<file path="src/rtl/mips_loader_if.sv">
// Image stream from a host or debug port into mips_loader: one memory word per valid/ready beat.
interface mips_loader_if #(parameter int ADDR_W = 10);
  logic              in_valid;
  logic              in_ready;
  logic [ADDR_W-1:0] in_addr;
  logic [31:0]       in_data;
  logic              in_last;

  modport master (output in_valid, in_addr, in_data, in_last, input in_ready);
  modport slave  (input in_valid, in_addr, in_data, in_last, output in_ready);
endinterface

</file>
<file path="src/rtl/mips_loader.sv">
// Program loader and run controller for the MIPS32 datapath: streams an image into memory,
// runs the core until HALTED or a cycle timeout, then captures one result register.
module mips_loader #(
  parameter int ADDR_W       = 10,
  parameter int RESULT_REG   = 2,
  parameter int RESET_CYCLES = 2,
  parameter int MAX_CYCLES   = 100000
) (
  input  logic              clk,
  input  logic              rst,
  mips_loader_if.slave      img,
  input  logic              start,
  output logic              mem_we,
  output logic [ADDR_W-1:0] mem_addr,
  output logic [31:0]       mem_wdata,
  output logic              core_reset,
  output logic              core_run,
  input  logic              core_halted,
  output logic [4:0]        reg_rd_addr,
  input  logic [31:0]       reg_rd_data,
  output logic [31:0]       result,
  output logic [31:0]       cycles,
  output logic              busy,
  output logic              done,
  output logic              timeout
);

  localparam int CLR_W = (RESET_CYCLES > 1) ? $clog2(RESET_CYCLES) : 1;

  typedef enum logic [2:0] {IDLE, LOAD, LOADED, CLEAR, RUN, CAPTURE, DONE, TIMEOUT} state_t;

  state_t           state;
  logic [CLR_W-1:0] clr_cnt;
  logic             accept;
  logic             start_ok;

  assign reg_rd_addr = 5'(RESULT_REG);
  assign accept      = img.in_valid & img.in_ready;
  // An accepted beat takes priority over start, so start_ok is only consulted when no beat lands.
  assign start_ok    = start & (state inside {IDLE, LOADED, DONE, TIMEOUT});

  always_ff @(posedge clk or posedge rst) begin
    if (rst) begin
      state        <= IDLE;
      clr_cnt      <= '0;
      img.in_ready <= 1'b0;
      mem_we       <= 1'b0;
      mem_addr     <= '0;
      mem_wdata    <= '0;
      core_reset   <= 1'b1;
      core_run     <= 1'b0;
      result       <= '0;
      cycles       <= '0;
      busy         <= 1'b0;
      done         <= 1'b0;
      timeout      <= 1'b0;
    end else begin
      mem_we <= 1'b0;
      if (accept) begin
        mem_we     <= 1'b1;
        mem_addr   <= img.in_addr;
        mem_wdata  <= img.in_data;
        core_reset <= 1'b1;
        busy       <= 1'b1;
        done       <= 1'b0;
        timeout    <= 1'b0;
        if (img.in_last) begin
          state        <= LOADED;
          img.in_ready <= 1'b0;
        end else begin
          state        <= LOAD;
          img.in_ready <= 1'b1;
        end
      end else if (start_ok) begin
        state        <= CLEAR;
        clr_cnt      <= '0;
        cycles       <= '0;
        img.in_ready <= 1'b0;
        core_reset   <= 1'b1;
        busy         <= 1'b1;
        done         <= 1'b0;
        timeout      <= 1'b0;
      end else begin
        case (state)
          IDLE: img.in_ready <= 1'b1;
          CLEAR: begin
            if (clr_cnt == CLR_W'(RESET_CYCLES - 1)) begin
              state      <= RUN;
              core_reset <= 1'b0;
              core_run   <= 1'b1;
            end else begin
              clr_cnt <= clr_cnt + 1'b1;
            end
          end
          RUN: begin
            cycles <= cycles + 32'd1;
            // Halt is tested first so a halt on the final allowed cycle still counts as done.
            if (core_halted) begin
              state    <= CAPTURE;
              core_run <= 1'b0;
            end else if (cycles == 32'(MAX_CYCLES - 1)) begin
              state        <= TIMEOUT;
              core_run     <= 1'b0;
              busy         <= 1'b0;
              timeout      <= 1'b1;
              img.in_ready <= 1'b1;
            end
          end
          CAPTURE: begin
            result       <= reg_rd_data;
            state        <= DONE;
            busy         <= 1'b0;
            done         <= 1'b1;
            img.in_ready <= 1'b1;
          end
          default: ;
        endcase
      end
    end
  end

endmodule
</file>
<file path="src/flat_wrapper.sv">
// flat-port wrapper written by rule: the top's interface ports become plain ports
module mips_loader_flat 
#(
  parameter int ADDR_W       = 10,
  parameter int RESULT_REG   = 2,
  parameter int RESET_CYCLES = 2,
  parameter int MAX_CYCLES   = 100000
)
  (clk, rst, start, mem_we, mem_addr, mem_wdata, core_reset, core_run, core_halted, reg_rd_addr, reg_rd_data, result, cycles, busy, done, timeout, img_in_valid, img_in_addr, img_in_data, img_in_last, img_in_ready);
  mips_loader_if #(.ADDR_W(ADDR_W)) img_i ();
  input  logic clk;
  input  logic rst;
  input  logic start;
  output logic mem_we;
  output logic [ADDR_W-1:0] mem_addr;
  output logic [31:0] mem_wdata;
  output logic core_reset;
  output logic core_run;
  input  logic core_halted;
  output logic [4:0] reg_rd_addr;
  input  logic [31:0] reg_rd_data;
  output logic [31:0] result;
  output logic [31:0] cycles;
  output logic busy;
  output logic done;
  output logic timeout;
  input wire logic [$bits(img_i.in_valid)-1:0] img_in_valid;
  input wire logic [$bits(img_i.in_addr)-1:0] img_in_addr;
  input wire logic [$bits(img_i.in_data)-1:0] img_in_data;
  input wire logic [$bits(img_i.in_last)-1:0] img_in_last;
  output wire logic [$bits(img_i.in_ready)-1:0] img_in_ready;
  assign img_i.in_valid = img_in_valid;
  assign img_i.in_addr = img_in_addr;
  assign img_i.in_data = img_in_data;
  assign img_i.in_last = img_in_last;
  assign img_in_ready = img_i.in_ready;
  mips_loader #(.ADDR_W(ADDR_W), .RESULT_REG(RESULT_REG), .RESET_CYCLES(RESET_CYCLES), .MAX_CYCLES(MAX_CYCLES)) u_core (.clk(clk), .rst(rst), .img(img_i), .start(start), .mem_we(mem_we), .mem_addr(mem_addr), .mem_wdata(mem_wdata), .core_reset(core_reset), .core_run(core_run), .core_halted(core_halted), .reg_rd_addr(reg_rd_addr), .reg_rd_data(reg_rd_data), .result(result), .cycles(cycles), .busy(busy), .done(done), .timeout(timeout));
endmodule
</file>
<file path="config.mk">
export PLATFORM = sky130hd
export DESIGN_NAME = mips_loader_flat
export DESIGN_NICKNAME = d
export VERILOG_FILES = /design/src/rtl/mips_loader_if.sv /design/src/rtl/mips_loader.sv /design/src/flat_wrapper.sv
export SDC_FILE = /design/constraint.sdc
export NUM_CORES = 1
export LEC_CHECK = 0
export BUFFER_PORTS_ARGS = -buffer_cell sky130_fd_sc_hd__clkbuf_2
export CAP_MARGIN = 20
export CORE_MARGIN = 2
export CORE_UTILIZATION = 45
export DETAILED_ROUTE_END_ITERATION = 6
export PLACE_DENSITY = 0.84
export SYNTH_ARGS = -nofsm -noshare
export SYNTH_HDL_FRONTEND = slang
export SYNTH_SLANG_ARGS = --single-unit
export TNS_END_PERCENT = 50
</file>
<file path="constraint.sdc">
create_clock -name clk -period 4.1 [get_ports clk]
set_input_delay 0.41 -clock clk [delete_from_list [all_inputs] [get_ports clk]]
set_output_delay 0.41 -clock clk [all_outputs]
set_load 0.01 [all_outputs]
</file>
After elaboration in Yosys (flattened, before gate mapping). Cells that the tools add are included.

Bits in registers: 117. Output and inout bits: 118. Bits of input ports: 80.

Add/sub/neg operators: 2. Eq/ne operators: 14. Mux-type cells: 37. Reductions and logical operators: 23. Bitwise operators: 4.

Operators by type and width (number): 32-bit two-way mux (2); 32-bit by 1-bit adder with 32-bit output (second input constant) (1); 32-bit by 17-bit equality test with 1-bit output (second input constant) (1); 1-bit two-way mux (25); 3-bit two-way mux (5); 3-bit AND reduction (5); 3-bit nonzero test (5); 3-bit equality test (second input constant) (4); 4-bit nonzero test (3); 3-bit one-hot mux with 3 select lines (1); 4-bit by 1-bit inequality test with 1-bit output (second input constant) (2); 3-bit by 2-bit equality test with 1-bit output (second input constant) (2); 1-bit one-hot mux with 2 select lines (3); 2-bit AND reduction (3); 2-bit nonzero test (3); 5-bit by 2-bit inequality test with 1-bit output (second input constant) (1); 5-bit AND reduction (1); 5-bit nonzero test (1); 4-bit by 2-bit inequality test with 1-bit output (second input constant) (1); 3-bit zero test (1); 3-bit by 1-bit inequality test with 1-bit output (second input constant) (1); 3-bit by 2-bit inequality test with 1-bit output (second input constant) (1); 1-bit AND (2); 2-bit two-way mux (1); 4 further kinds (5).

Depth between registers and ports, before layout.
Word-level depth: 6. Depth in mapped cells: 8. Depth with buffers taken out: 6.

Least setup slack after synthesis. OpenSTA, ideal clock, no wires.

Path kind: register to register. Start: reg u_core.img.in_ready. End: reg u_core.cycles[18]. Required time: 4.022 ns. Buffers on the path: 1. Arrival time: 2.009 ns. Setup slack: 2.013 ns. Clock period less this slack: 2.087 ns. Stages on the path, launching flop included: 8. Path through: dfrtp_1 -> nand2_1 -> inv_2 -> or3_4 -> a2111o_1 -> buf_6 -> or3_1 -> a21oi_1.

Word-level cells in the longest chain between the ends: 3.

Ends and longest elaborated chain: start, declared (RTL line mips_loader_if.sv:10) `modport slave (input in_valid, in_addr, in_data, in_last, output in_ready);`; start signal, assigned (RTL line mips_loader.sv:46) `img.in_ready <= 1'b0;`; start signal, assigned (RTL line mips_loader.sv:69) `img.in_ready <= 1'b0;`; start signal, assigned (RTL line mips_loader.sv:72) `img.in_ready <= 1'b1;`; 1-bit AND (RTL line mips_loader.sv:38) `assign accept = img.in_valid & img.in_ready;`; 1-bit inverter (no line); 2-bit AND reduction (no line); end signal, assigned (RTL line mips_loader.sv:96) `cycles <= cycles + 32'd1;`; end, declared (RTL line mips_loader.sv:22) `output logic [31:0] cycles,`.

No other way between the ends. A chain may end at the register's enable or synchronous reset.

Worst setup path after layout.
Start: reg u_core.img.in_ready. End: reg u_core.cycles[31].

The elaborated chain is that of the path after synthesis.

==> reports/metrics.cfg <==
[sta]
rsz0062_at_grt = false
fmax_mhz = 344
drv_slew = 0
finalCriticalPeriod_ps = 2910
finalSetupTns_ps = 0
worst_pin_slew_ps = 899
relSlewSlack = 0.399
setup_violations = 0
skew_ps = 9.10
hold_viol_final = 0
min_period_over_period = 0.709

[placement]
hpwl_um = 9320
place_congestion = 0.833
place.port_buffers = 192
dp.cells = 815

[pwr]
p_clk_frac = 0.315
p_per_area_nw_per_um2 = 710
p_leak_nw = 3.46
pwr-share-comb = 0.301
ir_drop_mv = 0.385
power_frac_seq = 0.383
p_int_w = 0.00318
sw_frac_of_total = 0.334
fin_total_pwr_w = 0.00477
switchingPower_w = 0.00160

[clock_network]
clockRootBuffer = clkbuf_8
htree_levels = 4
cts_sinks = 117
numCtsBuffers = 17
cts_tree = done
path_clk_slew_ps = 60
clk_latency_ps = 510
cts_buffer_depth = 2
cts_resized = 0
post_cts_buffers = 0

[global_routing]
grt_max_degree = 49
grt_overflow = 0
grt_usage = 0.219
antenna_found_initial = 0
grt_pass1_vias = 4394
grt_pass1_wl_um = 20400

[route]
postRouteWirelength_um = 12900
initialDrtViolationCount = 275
wl_per_cell_um = 15.2
drcViolationCount = 0
vias = 4418
antenna_left = 0
via_per_inst = 5.21
drtPass1Iterations = 5

[logic_synthesis]
yosysWarnings = 0
async_flop_share = 1.00
seq_area_frac_synth = 0.582
synth_seq_cells = 117
syn_area_um2 = 5040
synthCells = 501
synth_cell_types = 45
avgSynthCellArea_um2 = 10.1
synth_enable_flop_cells = 0
yosys_most_used_dff = dfrtp_1

[worst_setup_path]
endpoint = u_core.cycles[31]
critPathLaunch = u_core.img.in_ready
reg2reg_setup_slack_ps = 1190
timing.rr.end = u_core.cycles[31]
slowest_stage = nand2_1
crit_chain = nand2_1, inv_2, or3_4, a211o_1, or4_1, a21oi_1
required_ps = 4530
crit_type = flip-flop to flip-flop
rr_worst_depth = 6
critPathMaxStageDelay_ps = 670
crit_path_end_kind = flip-flop
arrival_ps = 3340
crit_fanout = 26
rr_startpoint = u_core.img.in_ready
crit_path_start_kind = flip-flop

[die]
rows = 38
dieArea_um2 = 12100
die_w_um = 110
die_h_um = 110
coreArea_um2 = 10900
start_util = 0.463
io_pins = 198

[min_path]
hold_path.startpoint = img_in_data[23]
hold_path_class = input port to flip-flop
hold_depth = 3

[layout]
fin_cells = 848
area_growth_pct = 33.5
drive_gt1_frac = 0.376
nets = 776
insertedDiodeCount = 0

[status]
run_status = complete, no violations

[run]
maxCapViolCount = 0

-- timing repair --
action	4_1_cts	5_1_grt
hold buffers	1	0
endpoints found under the hold margin	44	0
endpoints found under the setup margin	0	0
-- how the worst min path moves through the flow --
| stage | end |
|---|---|
| after detailed placement | u_core.mem_wdata[27] |
| after CTS | u_core.mem_wdata[20] |
| after global routing | u_core.mem_wdata[30] |
| final | u_core.mem_wdata[23] |
| after floorplan | u_core.core_reset |
| after global placement | u_core.mem_addr[6] |
-- cell usage in the layout, fill, tap and decap left out, drive strengths merged, types with 2 or more instances in the layout --
| cell | count |
|---|---|
| a2111oi | 2 |
| a21oi | 25 |
| and3 | 2 |
| and4 | 4 |
| buf | 6 |
| bufinv | 4 |
| clkbuf | 212 |
| clkinv | 3 |
| clkinvlp | 5 |
| conb | 5 |
| dfrtp | 116 |
| inv | 8 |
| mux2 | 32 |
| nand2 | 149 |
| nand2b | 3 |
| nand3 | 12 |
| nand4 | 13 |
| nor2 | 17 |
| nor2b | 2 |
| nor3 | 11 |
| nor4 | 3 |
| o211ai | 4 |
| o21ai | 19 |
| o31ai | 4 |
| or3 | 15 |
| or4 | 9 |
| xnor2 | 8 |
| xor2 | 2 |
-- power groups by stage --
stage | Combinational, W | Clock (W) | Sequential [W]
after floorplan | 0.000643 | 0 | 0.00200
after global placement | 0.00140 | 0 | 0.00182
after detailed placement | 0.00146 | 0 | 0.00184
after CTS | 0.00146 | 0.00153 | 0.00183
after global routing | 0.00160 | 0.00158 | 0.00188
final | 0.00144 | 0.00150 | 0.00183
-- state kept, by name, indices dropped and copies added, names as in the netlist --
register,flops
u_core.busy,1
u_core.clr_cnt,1
u_core.core_reset,1
u_core.core_run,1
u_core.cycles,32
u_core.done,1
u_core.img.in_ready,1
u_core.mem_addr,10
u_core.mem_wdata,32
u_core.mem_we,1
u_core.result,32
u_core.state,3
u_core.timeout,1
-- stage by stage --
step,hold slack (ps),worst slack [ps],area (um2),util
global placement,457,1190,6110,0.561
global route,82.6,986,6720,0.618
finish,95.4,1190,6720,0.618
floorplan,487,591,5050,-
detailed placement,462,1100,6110,0.561
CTS,74.9,1200,6720,0.618
-- Yosys cell counts, types with 3 or more instances --
| cell type | instances | area (um2) |
|---|---|---|
| xnor2_1 | 8 | 70.1 |
| a21oi_1 | 25 | 125 |
| buf_1 | 5 | 18.8 |
| nand2_1 | 149 | 559 |
| nor3_1 | 11 | 55.1 |
| nor2_1 | 17 | 63.8 |
| clkbuf_1 | 15 | 56.3 |
| and4_1 | 4 | 35.0 |
| or3_1 | 14 | 87.6 |
| mux2_2 | 32 | 360 |
| nand4_1 | 12 | 75.1 |
| inv_1 | 7 | 26.3 |
| buf_4 | 5 | 37.5 |
| dfrtp_1 | 116 | 2900 |
| nand3_1 | 12 | 60.1 |
| nor4_1 | 3 | 18.8 |
| o31ai_1 | 4 | 30.0 |
| o211ai_1 | 4 | 30.0 |
| or4_1 | 9 | 67.6 |
| o21ai_0 | 18 | 90.1 |
-- layout make-up --
| class | instances | area (um2) |
|---|---|---|
| Clock buffer | 20 | 425 |
| Timing Repair Buffer | 199 | 1020 |
| Tap cell | 140 | 175 |
| Inverter | 8 | 32.5 |
| Fill cell | 899 | 4160 |
| Multi-Input combinational cell | 352 | 1970 |
| Clock inverter | 12 | 180 |
| Sequential cell | 117 | 2930 |
-- critical path, delay by kind of cell, from the launching register on --
family / cells / cell delay (ps)
compound gates: 2 / 680
buf+inv: 1 / 70
flops: 1 / 390
simple gates: 3 / 1680
-- kinds of logic (layout without fill, tap and decap cells) --
| family | Yosys count | count (layout) | share of synthesized area |
|---|---|---|---|
| buf+inv | 35 | 239 | 0.0316 |
| flops | 117 | 117 | 0.582 |
| fa+ha+maj | 1 | 1 | 0.00248 |
| other cells | 2 | 5 | 0.00149 |
| compound gates | 61 | 61 | 0.0713 |
| mux | 32 | 32 | 0.0716 |
| xor+xnor | 10 | 10 | 0.0174 |
| simple gates | 243 | 243 | 0.223 |
-- routing by layer --
layer  vias up  share of wire  global-route usage
met5         -              0                   0
met4         0          0.029               0.102
met3        30          0.064              0.0575
met2       191           0.51               0.369
met1      2097           0.39               0.261
li1       2100              -                   -
Power figures use the tool's default switching activity.
